**src/rtl/pcileech_tlp_pkg.sv**
```systemverilog
// Shared types and constants for the 128-byte TLP connector (66-bit dual-dword slots).
package pcileech_tlp_pkg;

  localparam int TLP128_NUM_QW = 18;
  localparam int TLP_QW_W      = 66;
  localparam int TLP_BIT_LAST  = 64;
  localparam int TLP_BIT_KEEP2 = 65;

  localparam logic [7:0] KEEP_FULL = 8'hFF;
  localparam logic [7:0] KEEP_HALF = 8'h0F;

  typedef enum logic [1:0] {IDLE, WAIT, SEND} tlp_tx_state_t;

  // Only the final beat of a TLP can carry a single dword.
  function automatic logic [7:0] tlp_keep(input logic last, input logic keep2);
    return (last && !keep2) ? KEEP_HALF : KEEP_FULL;
  endfunction

endpackage

```
**src/rtl/tlp128_axis_tx_stats.sv**
```systemverilog
// Packet and truncation counters for tlp128_axis_tx (present only with TLP128_AXIS_TX_STATS_EN).
module tlp128_axis_tx_stats (
  input  logic        clk,
  input  logic        rst,
  input  logic        last_hs_i,
  input  logic        trunc_hs_i,
  output logic [31:0] tlp_cnt_o,
  output logic [15:0] trunc_cnt_o
);

  logic [31:0] tlp_cnt_q, tlp_cnt_d;
  logic [15:0] trunc_cnt_q, trunc_cnt_d;

  always_comb begin
    tlp_cnt_d   = tlp_cnt_q + 32'(last_hs_i);
    trunc_cnt_d = trunc_cnt_q + 16'(trunc_hs_i);
  end

  always_ff @(posedge clk) begin
    if (rst) begin
      tlp_cnt_q   <= '0;
      trunc_cnt_q <= '0;
    end else begin
      tlp_cnt_q   <= tlp_cnt_d;
      trunc_cnt_q <= trunc_cnt_d;
    end
  end

  assign tlp_cnt_o   = tlp_cnt_q;
  assign trunc_cnt_o = trunc_cnt_q;

endmodule

```
**src/rtl/tlp128_axis_tx.sv**
```systemverilog
// Drains one packed 128-byte TLP into a 64-bit AXI-stream TX port, one slot per beat.
// Optional counters: define TLP128_AXIS_TX_STATS_EN.
module tlp128_axis_tx
  import pcileech_tlp_pkg::*;
#(
  parameter int NUM_QW   = TLP128_NUM_QW,
  parameter int QW_CNT_W = 5
) (
  input  logic                       clk,
  input  logic                       rst,
  input  logic [TLP_QW_W*NUM_QW-1:0] tlp_data,
  input  logic                       tlp_valid,
  input  logic                       tlp_has_data,
  output logic                       tlp_req_data,
  output logic [63:0]                tx_data,
  output logic [7:0]                 tx_keep,
  output logic                       tx_last,
  output logic                       tx_valid,
  input  logic                       tx_ready
`ifdef TLP128_AXIS_TX_STATS_EN
  ,
  output logic [31:0]                stat_tlp_cnt,
  output logic [15:0]                stat_trunc_cnt
`endif
);

  localparam logic [QW_CNT_W-1:0] LAST_IDX = QW_CNT_W'(NUM_QW - 1);

  tlp_tx_state_t               state_q, state_d;
  logic [QW_CNT_W-1:0]         idx_q, idx_d, nxt_idx;
  logic [TLP_QW_W*NUM_QW-1:0]  buf_q, buf_d;
  logic [TLP_QW_W-1:0]         nxt_slot;
  logic                        nxt_last;
  logic [63:0]                 data_q, data_d;
  logic [7:0]                  keep_q, keep_d;
  logic                        last_q, last_d;
  logic                        valid_q, valid_d;
  logic                        beat_hs;

  assign beat_hs = valid_q & tx_ready;

  // The output registers are preloaded with the slot that follows the current beat,
  // taken straight from tlp_data on capture so the first beat needs no extra cycle.
  always_comb begin
    nxt_idx  = (state_q == SEND && idx_q != LAST_IDX) ? idx_q + 1'b1 : '0;
    nxt_slot = (state_q == WAIT) ? tlp_data[TLP_QW_W-1:0]
                                 : buf_q[32'(nxt_idx) * TLP_QW_W +: TLP_QW_W];
    nxt_last = nxt_slot[TLP_BIT_LAST] | (nxt_idx == LAST_IDX);
  end

  always_comb begin
    state_d = state_q;
    idx_d   = idx_q;
    buf_d   = buf_q;
    data_d  = data_q;
    keep_d  = keep_q;
    last_d  = last_q;
    valid_d = valid_q;
    unique case (state_q)
      IDLE: if (tlp_has_data) state_d = WAIT;
      WAIT: begin
        if (tlp_valid) begin
          buf_d   = tlp_data;
          idx_d   = '0;
          valid_d = 1'b1;
          data_d  = nxt_slot[63:0];
          keep_d  = tlp_keep(nxt_last, nxt_slot[TLP_BIT_KEEP2]);
          last_d  = nxt_last;
          state_d = SEND;
        end
      end
      SEND: begin
        if (beat_hs) begin
          if (last_q) begin
            valid_d = 1'b0;
            data_d  = '0;
            keep_d  = '0;
            last_d  = 1'b0;
            state_d = IDLE;
          end else begin
            idx_d  = nxt_idx;
            data_d = nxt_slot[63:0];
            keep_d = tlp_keep(nxt_last, nxt_slot[TLP_BIT_KEEP2]);
            last_d = nxt_last;
          end
        end
      end
      default: state_d = IDLE;
    endcase
  end

  always_ff @(posedge clk) begin
    if (rst) begin
      state_q <= IDLE;
      idx_q   <= '0;
      buf_q   <= '0;
      data_q  <= '0;
      keep_q  <= '0;
      last_q  <= 1'b0;
      valid_q <= 1'b0;
    end else begin
      state_q <= state_d;
      idx_q   <= idx_d;
      buf_q   <= buf_d;
      data_q  <= data_d;
      keep_q  <= keep_d;
      last_q  <= last_d;
      valid_q <= valid_d;
    end
  end

  assign tlp_req_data = (state_q == IDLE) & tlp_has_data & ~rst;
  assign tx_data      = data_q;
  assign tx_keep      = keep_q;
  assign tx_last      = last_q;
  assign tx_valid     = valid_q;

`ifdef TLP128_AXIS_TX_STATS_EN
  logic last_hs, trunc_hs;

  assign last_hs  = beat_hs & last_q;
  assign trunc_hs = last_hs & (idx_q == LAST_IDX)
                  & ~buf_q[TLP_QW_W*(NUM_QW-1) + TLP_BIT_LAST];

  tlp128_axis_tx_stats u_stats (
    .clk         (clk),
    .rst         (rst),
    .last_hs_i   (last_hs),
    .trunc_hs_i  (trunc_hs),
    .tlp_cnt_o   (stat_tlp_cnt),
    .trunc_cnt_o (stat_trunc_cnt)
  );
`endif

endmodule

```
**config.mk**
```make
export PLATFORM = sky130hd
export DESIGN_NAME = tlp128_axis_tx
export DESIGN_NICKNAME = d
export VERILOG_FILES = /design/src/rtl/pcileech_tlp_pkg.sv /design/src/rtl/tlp128_axis_tx_stats.sv /design/src/rtl/tlp128_axis_tx.sv
export SDC_FILE = /design/constraint.sdc
export NUM_CORES = 2
export LEC_CHECK = 0
export CAP_MARGIN = 20
export CORE_AREA = 2 2 494 496
export DETAILED_ROUTE_END_ITERATION = 10
export DIE_AREA = 0 0 496 498
export SETUP_SLACK_MARGIN = 0.1
export SLEW_MARGIN = 20
export SYNTH_ARGS = -nofsm -noshare
export SYNTH_HDL_FRONTEND = slang
export SYNTH_SLANG_ARGS = --single-unit
```
**constraint.sdc**
```tcl
create_clock -name clk -period 3.06 [get_ports clk]
set_input_delay 0.459 -clock clk [delete_from_list [all_inputs] [get_ports clk]]
set_output_delay 0.459 -clock clk [all_outputs]
set_load 0.03 [all_outputs]
```
# Yosys cells after proc, flatten, opt, wreduce, memory -nomap -nowiden
# Cells that the tools add are included.
[word_totals] reg_bits=1269 out_inout_bits=75
[classes] addsub=1 multipliers=1 n_eq_ne=9 shifts=1 mux=28 bitwise=5 n_reduce_logical=10
[op_table] op="variable part select 1188 x 13 -> 66 bit" count=1
[op_table] op="two-way mux 64 bit" count=3
[op_table] op="case mux 64 bit (2 select lines)" count=1
[op_table] op="two-way mux 66 bit" count=1
[op_table] op="two-way mux 8 bit" count=4
[op_table] op="two-way mux 5 bit" count=4
[op_table] op="case mux 8 bit (2 select lines)" count=1
[op_table] op="AND reduction 4 bit" count=3
[op_table] op="multiplier 5 x 6 -> 11 bit, second input constant" count=1
[op_table] op="inequality test 2 bit, second input constant" count=5
[op_table] op="case mux 5 bit (2 select lines)" count=1
[op_table] op="two-way mux 2 bit" count=4
[op_table] op="two-way mux 1 bit" count=6
[op_table] op="case mux 2 bit (3 select lines)" count=1
[op_table] op="adder 5 x 1 -> 5 bit, second input constant" count=1
[op_table] op="equality test 5 bit, second input constant" count=1
[op_table] op="inequality test 5 bit, second input constant" count=1
[op_table] op="case mux 1 bit (2 select lines)" count=2
[op_table] op="bitwise AND 1 bit" count=3
[op_table] op="AND reduction 3 bit" count=1
[op_table] op="equality test 2 x 1 -> 1 bit, second input constant" count=1
[op_table] op="equality test 2 bit, second input constant" count=1
[op_table] op="logical AND 1 bit" count=2
[op_table] op="zero test 2 bit" count=1
[op_table] op="other kinds (5)" count=5

# Longest topological paths before layout
[logic_depth] word_depth=12 mapped_depth=11 ltp_nobuf=9

# Worst setup path after synthesis
# No wires, ideal clock.
[synth_timing] path_type="input -> output" from="input port rst" to="output port tlp_req_data" arrival_ns=1.862 required_time_ns=2.601 setup_slack_ns=0.739 cell_stages=3 n_path_buf=2 cell_sequence="clkbuf_1 > clkbuf_1 > nor4b_1"
[synth_between] elab_chain_cells=2
[synth_lines] element="start: declaration" line="tlp128_axis_tx.sv:10" text="input logic rst,"
[synth_lines] element="inverter 1 bit" line="tlp128_axis_tx.sv:112" text="assign tlp_req_data = (state_q == IDLE) & tlp_has_data & ~rst;"
[synth_lines] element="bitwise AND 1 bit" line="tlp128_axis_tx.sv:112"
[synth_lines] element="end: declaration" line="tlp128_axis_tx.sv:14" text="output logic tlp_req_data,"
# Every way passes these cells.

# Final worst setup path
[layout_timing] from="register idx_q[1]" to="register data_q[54], in the netlist tx_data[54]"
[layout_between] elab_chain_cells=9 elab_cells_between_ends=11 classes_between="add/sub (1); mul (1); eq/ne (1); shift (1); mux (6); reduce/logical (1)"
[layout_lines] element="start: declaration" line="tlp128_axis_tx.sv:30" text="logic [QW_CNT_W-1:0] idx_q, idx_d, nxt_idx;"
[layout_lines] element="start signal: assignment" line="tlp128_axis_tx.sv:103" text="idx_q <= idx_d;"
[layout_lines] element="branches (longest 2 deep; another with adder 5 x 1 -> 5 bit)"
[layout_lines] element="two-way mux 5 bit (*)" line="tlp128_axis_tx.sv:45" text="nxt_idx = (state_q == SEND && idx_q != LAST_IDX) ? idx_q + 1'b1 : '0;"
[layout_lines] element="multiplier 5 x 6 -> 11 bit (*)" line="tlp128_axis_tx.sv:47" text=": buf_q[32'(nxt_idx) * TLP_QW_W +: TLP_QW_W];"
[layout_lines] element="variable part select 1188 x 13 -> 66 bit (*)" line="tlp128_axis_tx.sv:47"
[layout_lines] element="two-way mux 66 bit (*)" line="tlp128_axis_tx.sv:46" text="nxt_slot = (state_q == WAIT) ? tlp_data[TLP_QW_W-1:0]"
[layout_lines] element="two-way mux 64 bit" line="tlp128_axis_tx.sv:74" text="if (last_q) begin"
[layout_lines] element="two-way mux 64 bit" line="tlp128_axis_tx.sv:73" text="if (beat_hs) begin"
[layout_lines] element="case mux 64 bit (2 select lines) (*)" line="tlp128_axis_tx.sv:59" text="unique case (state_q)"
[layout_lines] element="end signal: assignment" line="tlp128_axis_tx.sv:105" text="data_q <= data_d;"
[layout_lines] element="end: declaration" line="tlp128_axis_tx.sv:34" text="logic [63:0] data_q, data_d;"
# Mark *: on every way between the ends. The select of a mux whose other input is x is not followed.
# A chain may end at the register's enable or synchronous reset.

==> results.md <==
* Run status: finished clean
* Starting density of the core at 22.2%
* Library cells used by synthesis at 57
* Fraction of layout instances using a drive strength above 1 at 8.91%
* Internal reg-to-reg setup slack at 40 ps
* Cts-stage hold buffer count at 0
* Share of async-settable or async-resettable flops after synthesis at 0%
* Most common cell after layout, fill and taps aside: sky130_fd_sc_hd__nand2_1
* Worst hold slack across all endpoints at 177 ps
* Number of levels the H-tree was split into at 4
* Placeable core region at 242000 sq um
* Hold Path End: buf_q[447]$_SDFFE_PP0P_
* Critical path data required time at 3800 ps
* Total wirelength of the detailed-routed design at 321 mm
* Deepest clock path buffer count at 3
* Most used DFF post-synth: sky130_fd_sc_hd__dfxtp_1
* Post-synthesis cell type with the largest combined area: sky130_fd_sc_hd__dfxtp_1
* Initial antenna violation count at 119
* Setup TNS after final layout at 0 ps
* Die span in y at 498 microns
* Average cell area after synthesis at 7.43 sq um
* Synth top area share at 47.0%
* Slowest cell on the critical path: sky130_fd_sc_hd__a311oi_2
* Count of input and output buffers at 1266
* Startpoint of the most critical hold path: rst
* Post-route total power at 41.4 mW
* Fin nets at 9608
* Launching element of the worst setup path: idx_q[1]$_SDFFE_PP0P_
* Kind of start point of the critical path: flip-flop
* Cell-by-cell listing of the critical path: inv_1, ha_1, nor4bb_4, nor3_4, buf_4, buf_12, buf_4, nand2_1, a311oi_2, o21ai_0, nand3_1
* Number of nets produced by synthesis at 8436
* Global-route total usage across every layer at 24.7%
* Slowest Stage Delay on Critical Path at 770 ps
* CTS tree: yes
* Placed wire-length estimate after detailed placement at 251 mm
* Iteration count of the initial detailed-routing pass at 9
* Slew headroom at 18.8%
* Data arrival at the endpoint of the critical path at 3760 ps
* EDFF count, synth at 0
* Category of the worst setup path capture point: flip-flop
* Vias post-DR at 58.3k
* Terminus of the critical flop-to-flop path: tx_data[54]$_SDFFE_PP0P_
* First-pass GRT wire length at 433 mm
* Period utilisation layout at 98.6%
* Final cell count without fillers at 11.8k
* Final-layout fill cell count at 25.8k
* Achievable frequency at 0.331 GHz
* Unrepaired setup endpoints after global routing: yes
* Peak supply drop at 500 uV
* Top cells by area, synth: sky130_fd_sc_hd__dfxtp_1 47%, sky130_fd_sc_hd__nand2_1 21%, sky130_fd_sc_hd__a21oi_1 12%, sky130_fd_sc_hd__clkbuf_1 3.4%, sky130_fd_sc_hd__a311oi_1 3.0%
* Grt ovf at 0
* Die X at 496 microns
* Synthesized flop and latch total at 1262
* End-of-flow core utilization at 32.1%
* Mapped Area at 53800 sq um
* Vias per cell at 4.94
* DRT antenna net count at 0
* Maximum number of pins on one net before global-route repair at 206
* Setup skew after layout at 46.2 ps
* Critical R2R Launch: idx_q[1]$_SDFFE_PP0P_
* Placer Congestion at 0.962
* Source-to-sink clock delay at the later pin of the worst-skew pair at 800 ps
* Layout Area Growth over Synthesis at 44.5%
* Startpoint-to-endpoint class of the critical path: reg -> reg
* Number of primary I/O pins at 1268
* Power density over the cells at 532 nW/um^2
* Most frequent cell on the critical path: sky130_fd_sc_hd__buf_4
* Final critical path time including I/O delays and setup at 3020 ps
* Leakage power of the design at 26.1 nW
* Instance count of the mapped netlist at 7241
* Routed WL per cell at 27.2 microns
* CTS Buf Count at 150
* Area of the die at 247000 sq um
* Worst Max-Slew Pin Slew at 1220 ps
* Max-cap check violation count at 0
* Number of global-route vias before repair at 56.6k
* Class of the tightest hold or removal check: in -> reg
* Max-slew violation total from the final report at 0
* Iter 0 DRT Violations at 5466
* Count of placed standard cells including taps at 11.5k
* Final hold vios at 0
* Num rows at 181
* # setup viols final at 0
* Number of cells on the worst reg-to-reg path at 11
* Largest fanout on the critical path at 30
* Ys Warns at 0
* Count of unresolved DRC violations after routing at 0
* Seq/Total Area, Yosys at 47.0%
* Number of cells traversed by the worst hold path at 3
* Worst-path clk slew at 60 ps
* Number of sinks driven by the clock tree at 1262
* Clock Root Buffer: sky130_fd_sc_hd__clkbuf_16
* Leading cell types in the layout, fill and taps excluded: 2984 x sky130_fd_sc_hd__nand2_1, 1260 x sky130_fd_sc_hd__dfxtp_1, 1258 x sky130_fd_sc_hd__clkdlybuf4s50_1
worst max-delay path by stage:
| stage | end | slack, ps | cells after the start |
|---|---|---|---|
| floorplan | tlp_req_data | 740 | 3 |
| global placement | tx_data[4]$_SDFFE_PP0P_ | -240 | 9 |
| detailed placement | tx_data[8]$_SDFFE_PP0P_ | -260 | 9 |
| CTS | tx_data[33]$_SDFFE_PP0P_ | 50 | 13 |
| global route | tx_data[3]$_SDFFE_PP0P_ | 90 | 13 |
| finish | tx_data[54]$_SDFFE_PP0P_ | 40 | 11 |
metrics by stage:
stage	setup slack (ps)	cell area, sq um
2_1_floorplan	739	53800
5_1_grt	93.4	77600
3_5_place_dp	-263	72000
4_1_cts	49.0	77300
3_3_place_gp	-244	72000
6_report	42.7	77700
sequential cells by signal, summed over array words and instances (netlist names):
name / cells
tx_data: 64
state_q: 2
tx_last: 1
tx_keep: 2
buf_q: 1187
tx_valid: 1
idx_q: 5
cell families after synthesis:
| kind of cell | Yosys count | synth area share, % |
|---|---|---|
| AND/OR/NAND/NOR | 3282 | 24.3 |
| flip-flops | 1262 | 47.0 |
| multiplexers | 121 | 2.83 |
| buffers and inverters | 641 | 4.85 |
| AO/OA/AOI/OAI | 1929 | 21.0 |
| XOR/XNOR | 4 | 0.0791 |
| adder cells (fa/ha/maj) | 2 | 0.0465 |
cell usage after synthesis, types with 32 or more instances:
cell                          n
sky130_fd_sc_hd__and2_1     164
sky130_fd_sc_hd__buf_2       99
sky130_fd_sc_hd__a311oi_1   186
sky130_fd_sc_hd__a211oi_1   187
sky130_fd_sc_hd__dfxtp_1   1262
sky130_fd_sc_hd__a222oi_1    41
sky130_fd_sc_hd__a21oi_1   1246
sky130_fd_sc_hd__clkbuf_1   490
sky130_fd_sc_hd__o21ai_0    155
sky130_fd_sc_hd__nand2_1   2988
sky130_fd_sc_hd__buf_1       32
sky130_fd_sc_hd__mux2i_1     96
sky130_fd_sc_hd__nand3_1     47
area by class of cell:
class	count	area, sq um	area share [%]
clock inverter	60	895	1.15
tap	3202	4010	5.16
multi-input combinational	5338	26400	34.0
clock buffer	207	4270	5.49
timing repair buffer	1658	16700	21.4
sequential	1262	25300	32.5
antenna	64	160	0.206
inverter	3	18.8	0.0242
what timing repair did:
item,CTS,global route
gates cloned,0,1
setup endpoints to repair,28,40
pin swaps,1,2
resized for setup,19,41
setup buffers,6,2
power breakdown:
group	switching, mW	total (mW)	internal, mW
sequential	0.445	17.6	17.1
clock	7.92	18.8	10.9
combinational	2.69	4.97	2.28
total	11.1	41.4	30.3
critical path, delay by kind of cell, from the launching register on:
kind	cells	cell delay, ps
fa+ha+maj	1	190
compound gates	2	1120
flops	1	370
simple gates	4	600
buf+inv	4	630
routing by layer:
metal  up-vias  track usage [%]  part of all wire, %
met3       586             5.12                  7.5
met4        42             13.4                  5.9
met1     28100             29.3                   39
met2      2743             41.5                   47
met5         -                0                0.086
li1      26800                -                    -
Power figures use the tool's default switching activity.
